==> config.mk <==
export PLATFORM = sky130hd
export DESIGN_NAME = regfile_sb
export DESIGN_NICKNAME = d
export VERILOG_FILES = /design/src/rtl/regfile_sb.sv
export SDC_FILE = /design/constraint.sdc
export NUM_CORES = 1
export LEC_CHECK = 0
export CAP_MARGIN = 30
export CELL_PAD_IN_SITES_DETAIL_PLACEMENT = 0
export CELL_PAD_IN_SITES_GLOBAL_PLACEMENT = 1
export CORE_UTILIZATION = 40
export CTS_CLUSTER_DIAMETER = 150
export DETAILED_ROUTE_END_ITERATION = 8
export GPL_ROUTABILITY_DRIVEN = 0
export PLACE_DENSITY = 0.79
export SYNTH_ARGS = -nofsm -noshare
export SYNTH_HDL_FRONTEND = slang
export SYNTH_SLANG_ARGS = --single-unit
==> constraint.sdc <==
create_clock -name clk -period 2.6 [get_ports clk]
set_input_delay 0.26 -clock clk [delete_from_list [all_inputs] [get_ports clk]]
set_output_delay 0.26 -clock clk [all_outputs]
set_load 0.05 [all_outputs]
==> src/rtl/regfile_sb.sv <==
// ---------------------------------------------------------------------------
// regfile_sb
//
// Register file with two combinational read ports and one synchronous write
// port. It also keeps a per-register "pending" scoreboard, so decode can see
// read-after-write hazards directly from the register file.
//
// Parameters
//   DATA_W    register width in bits
//   ADDR_W    register index width (NUM_REGS = 2**ADDR_W)
//   ZERO_REG  1 = register 0 reads as zero and ignores writes and issues
//   BYPASS    1 = same-cycle write data is forwarded to the read ports and
//               the Busy flag of the written register is masked
//
// Ports
//   clk           clock; all state changes on the rising edge
//   rst           synchronous, active-high reset
//   SrcReg1/2     read port indices
//   SrcData1/2    read port data (combinational)
//   Busy1/2       read index has an outstanding producer (combinational)
//   DstReg        writeback index
//   WriteReg      writeback enable; also retires the pending bit of DstReg
//   DstData       writeback data
//   IssueValid    an instruction that will write IssueReg has issued
//   IssueReg      destination of the issued instruction
//   PendingCount  number of pending registers (registered)
// ---------------------------------------------------------------------------
module regfile_sb #(
   parameter int DATA_W   = 16,
   parameter int ADDR_W   = 4,
   parameter bit ZERO_REG = 1'b0,
   parameter bit BYPASS   = 1'b1
) (
   input  logic              clk,
   input  logic              rst,
   input  logic [ADDR_W-1:0] SrcReg1,
   input  logic [ADDR_W-1:0] SrcReg2,
   input  logic [ADDR_W-1:0] DstReg,
   input  logic              WriteReg,
   input  logic [DATA_W-1:0] DstData,
   input  logic              IssueValid,
   input  logic [ADDR_W-1:0] IssueReg,
   output logic [DATA_W-1:0] SrcData1,
   output logic [DATA_W-1:0] SrcData2,
   output logic              Busy1,
   output logic              Busy2,
   output logic [ADDR_W:0]   PendingCount
);

   localparam int NUM_REGS = 2 ** ADDR_W;
   localparam int CNT_W    = ADDR_W + 1;

   // Largest reachable popcount: register 0 can never be pending when it is
   // hard-wired to zero.
   localparam logic [CNT_W-1:0] CNT_MAX = CNT_W'(NUM_REGS - (ZERO_REG ? 1 : 0));

   logic [DATA_W-1:0]   regs [NUM_REGS];
   logic [NUM_REGS-1:0] pend;
   logic [NUM_REGS-1:0] pend_nxt;
   logic [CNT_W-1:0]    cnt;
   logic [CNT_W-1:0]    cnt_nxt;

   logic wr_live;    // writeback present and not swallowed by reset
   logic wr_ok;      // writeback that actually updates storage
   logic iss_ok;     // issue that actually sets a pending bit
   logic same_idx;   // issue and writeback hit the same register
   logic cnt_inc;
   logic cnt_dec;
   logic byp1;
   logic byp2;

   // True when idx addresses the hard-wired zero register.
   function automatic logic is_zero_idx(input logic [ADDR_W-1:0] idx);
      return ZERO_REG && (idx == '0);
   endfunction

   // Clamped counter update; the clamps only guard against an impossible
   // combination and keep the counter from ever wrapping.
   function automatic logic [CNT_W-1:0] cnt_step(input logic [CNT_W-1:0] cur,
                                                 input logic             inc,
                                                 input logic             dec);
      logic [CNT_W-1:0] res;
      res = cur;
      if (inc && !dec && (cur != CNT_MAX)) begin
         res = cur + CNT_W'(1);
      end else if (dec && !inc && (cur != '0)) begin
         res = cur - CNT_W'(1);
      end
      return res;
   endfunction

   // ------------------------------------------------------------------------
   // Event qualification
   // ------------------------------------------------------------------------
   always_comb begin
      wr_live  = WriteReg && !rst;
      wr_ok    = wr_live && !is_zero_idx(DstReg);
      iss_ok   = IssueValid && !rst && !is_zero_idx(IssueReg);
      same_idx = iss_ok && (IssueReg == DstReg);

      // A re-issue of a pending register and a retire of a clear register
      // both leave the population unchanged.
      cnt_inc  = iss_ok && !pend[IssueReg];
      cnt_dec  = wr_live && pend[DstReg] && !same_idx;
      cnt_nxt  = cnt_step(cnt, cnt_inc, cnt_dec);
   end

   // Clear first, then set: a new producer to the same register wins over
   // the retiring one.
   always_comb begin
      pend_nxt = pend;
      if (wr_live) begin
         pend_nxt[DstReg] = 1'b0;
      end
      if (iss_ok) begin
         pend_nxt[IssueReg] = 1'b1;
      end
   end

   // ------------------------------------------------------------------------
   // State registers
   // ------------------------------------------------------------------------
   always_ff @(posedge clk) begin
      if (rst) begin
         for (int i = 0; i < NUM_REGS; i++) begin
            regs[i] <= '0;
         end
         pend <= '0;
         cnt  <= '0;
      end else begin
         if (wr_ok) begin
            regs[DstReg] <= DstData;
         end
         pend <= pend_nxt;
         cnt  <= cnt_nxt;
      end
   end

   // ------------------------------------------------------------------------
   // Read ports
   // ------------------------------------------------------------------------
   // wr_ok already excludes reset and writes to the zero register, so bypass
   // and Busy masking switch off automatically in those cases.
   always_comb begin
      byp1 = BYPASS && wr_ok && (DstReg == SrcReg1);
      byp2 = BYPASS && wr_ok && (DstReg == SrcReg2);

      if (is_zero_idx(SrcReg1)) begin
         SrcData1 = '0;
      end else if (byp1) begin
         SrcData1 = DstData;
      end else begin
         SrcData1 = regs[SrcReg1];
      end

      if (is_zero_idx(SrcReg2)) begin
         SrcData2 = '0;
      end else if (byp2) begin
         SrcData2 = DstData;
      end else begin
         SrcData2 = regs[SrcReg2];
      end

      Busy1 = pend[SrcReg1] && !byp1;
      Busy2 = pend[SrcReg2] && !byp2;
   end

   assign PendingCount = cnt;

endmodule
==> out/results.tsv <==
stage	metric	value	unit
status	outcome	complete, but fails checks	
clock_network	clk_path_buf_depth	3	
cells_and_area	stdcell_count	1695	
cells_and_area	multi_input_area	0.00719	sq mm
sta	hold_viol	0	
grt	grt_overflow	0	
drt	drt_wl_total	46.2	mm
sta	drv_slew	0	
synthesis	syn_inst	1018	
grt	antenna_found_initial	1	
cells_and_area	syn2layout_area_growth	22.3	%
floorplanning	pin_count	75	
cells_and_area	n_fill_cell	3217	
place	portBuffers	74	
clock_network	cts_tree	built	
clock_network	insertion_delay	0.55	ns
sta	finalCriticalPeriod	2.70	ns
drt	num_vias	9934	
grt	grt_util_all_layers	23.8	%
sta	worst_pin_slew	0.774	ns
hold_path	holdPathStages	4	
clock_network	cts_made_buffers	29	
cells_and_area	layout_common_cells	and2_1 (257), edfxtp_1 (256), mux4_2 (172)	
flow_run	drv_cap	0	
floorplanning	core	0.0380	sq mm
sta	rsz0062_at_grt	true	
grt	grt_pass1_wl	67.1	mm
drt	post_drt_wl_per_cell	27.2	microns
floorplanning	die_x	199	microns
cells_and_area	nNetsFinal	1203	
drt	post-route-drc-count	0	
grt	grt_max_degree	25	
critical_path	ff2ff_path_depth	12	
sta	fmax	370	MHz
synthesis	synthArstFlopShare	0	%
status	violations	setup timing	
synthesis	syn_area_per_cell	15.3	sq um
power	power	11.9	mW
sta	setup_viol	29	
place	dp.final_hpwl	30.0	mm
place	place_inst	1639	
floorplanning	rows	71	
critical_path	endpoint_kind	register	
drt	ant_nets	0	
floorplanning	start_util	41.0	%
cells_and_area	diodes	0	
power	ir_worst_vdd	0.000502	V
floorplanning	dieArea	0.0398	sq mm
synthesis	seq_area_frac_synth	52.0	%
grt	grt_pass1_vias	10300	
synthesis	synth-edff-count	256	
critical_path	crit_fanout	3	
sta	finClkSkew	0.00349	ns
synthesis	ys_ff_latch	277	
drt	firstDrtPassIters	5	
floorplanning	die_y	199	microns
sta	fin_crit_sh	104	%
clock_network	root_buffer	clkbuf_16	
cells_and_area	drive_gt1_share	38.3	%
synthesis	syn_area	0.0156	sq mm
cells_and_area	seq_area	0.00812	sq mm
critical_path	cp-start-kind	register	
critical_path	crit_arrival	3.16	ns
cells_and_area	final_common_cell	and2_1	
power	cellPowerDensity	627	mW/mm^2
critical_path	required	3.06	ns
clock_network	cts.sinks	277	
synthesis	synth_warnings	0	
power	power.leakage	6.81	nW
clock_network	h-tree-depth	1	
drt	vias_per_cell	5.86	
drt	drt_iter0_drc	871	
synthesis	ys_types	49	
synthesis	syn_nets	1059	
sta	slew_headroom	48.4	%
synthesis	synthFlopType	edfxtp_1	
critical_path	worst-setup-path-type	reg -> reg	
clock_network	clk_pin_slew	0.06	ns
sta	setup_ws	-0.102	ns
hold_path	hp-class	in -> reg	
[final timing paths]
kind	to	slack, ns	startpoint
max	PendingCount[4]$_SDFFE_PP0P_	-0.10	pend[3]$_SDFF_PP0_
min	pend[15]$_SDFF_PP0_	0.42	IssueReg[1]
max reg2reg	PendingCount[4]$_SDFFE_PP0P_	-0.10	pend[3]$_SDFF_PP0_
min reg2reg	PendingCount[3]$_SDFFE_PP0P_	0.52	PendingCount[3]$_SDFFE_PP0P_
[synthesized netlist by cell type (2+ instances only)]
master / count / share of area (%)
and2_1: 257 / 10
mux4_1: 2 / 0.34
o22ai_1: 2 / 0.080
a21oi_1: 6 / 0.19
buf_2: 19 / 0.61
nor2_1: 23 / 0.55
nand3b_1: 2 / 0.096
mux2_2: 32 / 2.3
buf_1: 6 / 0.14
o211a_1: 2 / 0.13
nor3b_1: 3 / 0.14
inv_1: 21 / 0.51
dfxtp_1: 21 / 2.7
o211ai_1: 2 / 0.096
mux2i_1: 4 / 0.26
o32ai_1: 3 / 0.17
clkbuf_1: 56 / 1.3
xnor2_1: 8 / 0.45
nand2_1: 19 / 0.46
nand4_1: 2 / 0.080
nand4b_1: 2 / 0.11
buf_6: 6 / 0.43
xor2_1: 6 / 0.34
mux4_2: 171 / 25
edfxtp_1: 256 / 49
or2_2: 17 / 0.68
o21ai_0: 16 / 0.51
nand3_1: 9 / 0.29
ha_1: 4 / 0.32
nand2b_1: 7 / 0.28
nor3_1: 6 / 0.19
nor2b_1: 7 / 0.28
a211oi_1: 3 / 0.14
a21o_1: 3 / 0.14
[cell families (layout without fill, tap and decap cells)]
family	after synthesis	count (layout)	share of synthesized area [%]
and+or+nand+nor	358	358	13.8
xor gates and xnor gates	14	14	0.787
buffers and inverters	108	274	3.04
DFF	277	277	52.0
AOI/OAI and AO/OA	46	46	2.19
muxes	210	210	27.7
adders and majority gates	5	5	0.450
[routing by layer]
| metal | share of wire, % | GRT usage (%) | vias to the layer above |
|---|---|---|---|
| met4 | 3.1 | 7.77 | 0 |
| met3 | 7.4 | 2.77 | 81 |
| li1 | - | - | 4210 |
| met1 | 39 | 30.9 | 5168 |
| met5 | 0 | 0 | - |
| met2 | 51 | 41.4 | 475 |
[sequential cells by signal, summed over array words and instances (netlist names)]
name          cells
PendingCount      5
pend             16
regs            256
[area by class of cell]
type | count | area share, %
Inverter | 21 | 0.414
Tap cell | 511 | 3.35
Multi-Input combinational cell | 633 | 37.7
Clock buffer | 33 | 3.89
Timing Repair Buffer | 200 | 10.7
Clock inverter | 20 | 1.29
Sequential cell | 277 | 42.6
[critical path: stages, from the launching register on]
cell	delay, ns
dfxtp_2	0.33
mux4_2	0.48
a22oi_2	0.22
o211ai_4	0.13
a221oi_4	0.32
inv_2	0.10
ha_4	0.22
nor2b_1	0.13
o21ai_1	0.11
nand2b_1	0.10
or2_4	0.24
a2bb2oi_2	0.12
o32ai_1	0.11
[per-stage QoR]
step / worst slack (ns) / utilization, % / TNS, ns / instance area (sq um) / hold WS, ns
global placement: -0.776 / 46.6 / -3.14 / 17700 / 0.511
CTS: -0.137 / 50.1 / -1.98 / 19000 / 0.392
floorplan: -0.168 / - / -0.187 / 15600 / 0.451
finish: -0.102 / 50.1 / -1.35 / 19100 / 0.416
global route: -0.205 / 50.1 / -2.94 / 19100 / 0.419
detailed placement: -0.803 / 46.6 / -3.31 / 17700 / 0.516
[power by group]
group / switching, mW / total, mW / internal (mW) / leakage (nW)
combinational: 1.19 / 2.30 / 1.11 / 3.71
clock: 1.75 / 4.38 / 2.63 / 0.481
sequential: 0.143 / 5.26 / 5.12 / 2.61
[what timing repair did]
item	4_1_cts	5_1_grt
hold buffers	0	0
hold endpoints to repair	0	0
gates cloned	0	0
pin swaps	9	3
setup endpoints to repair	35	35
resized for setup	88	8
setup buffers	3	0
(Power assumes the default switching activity.)
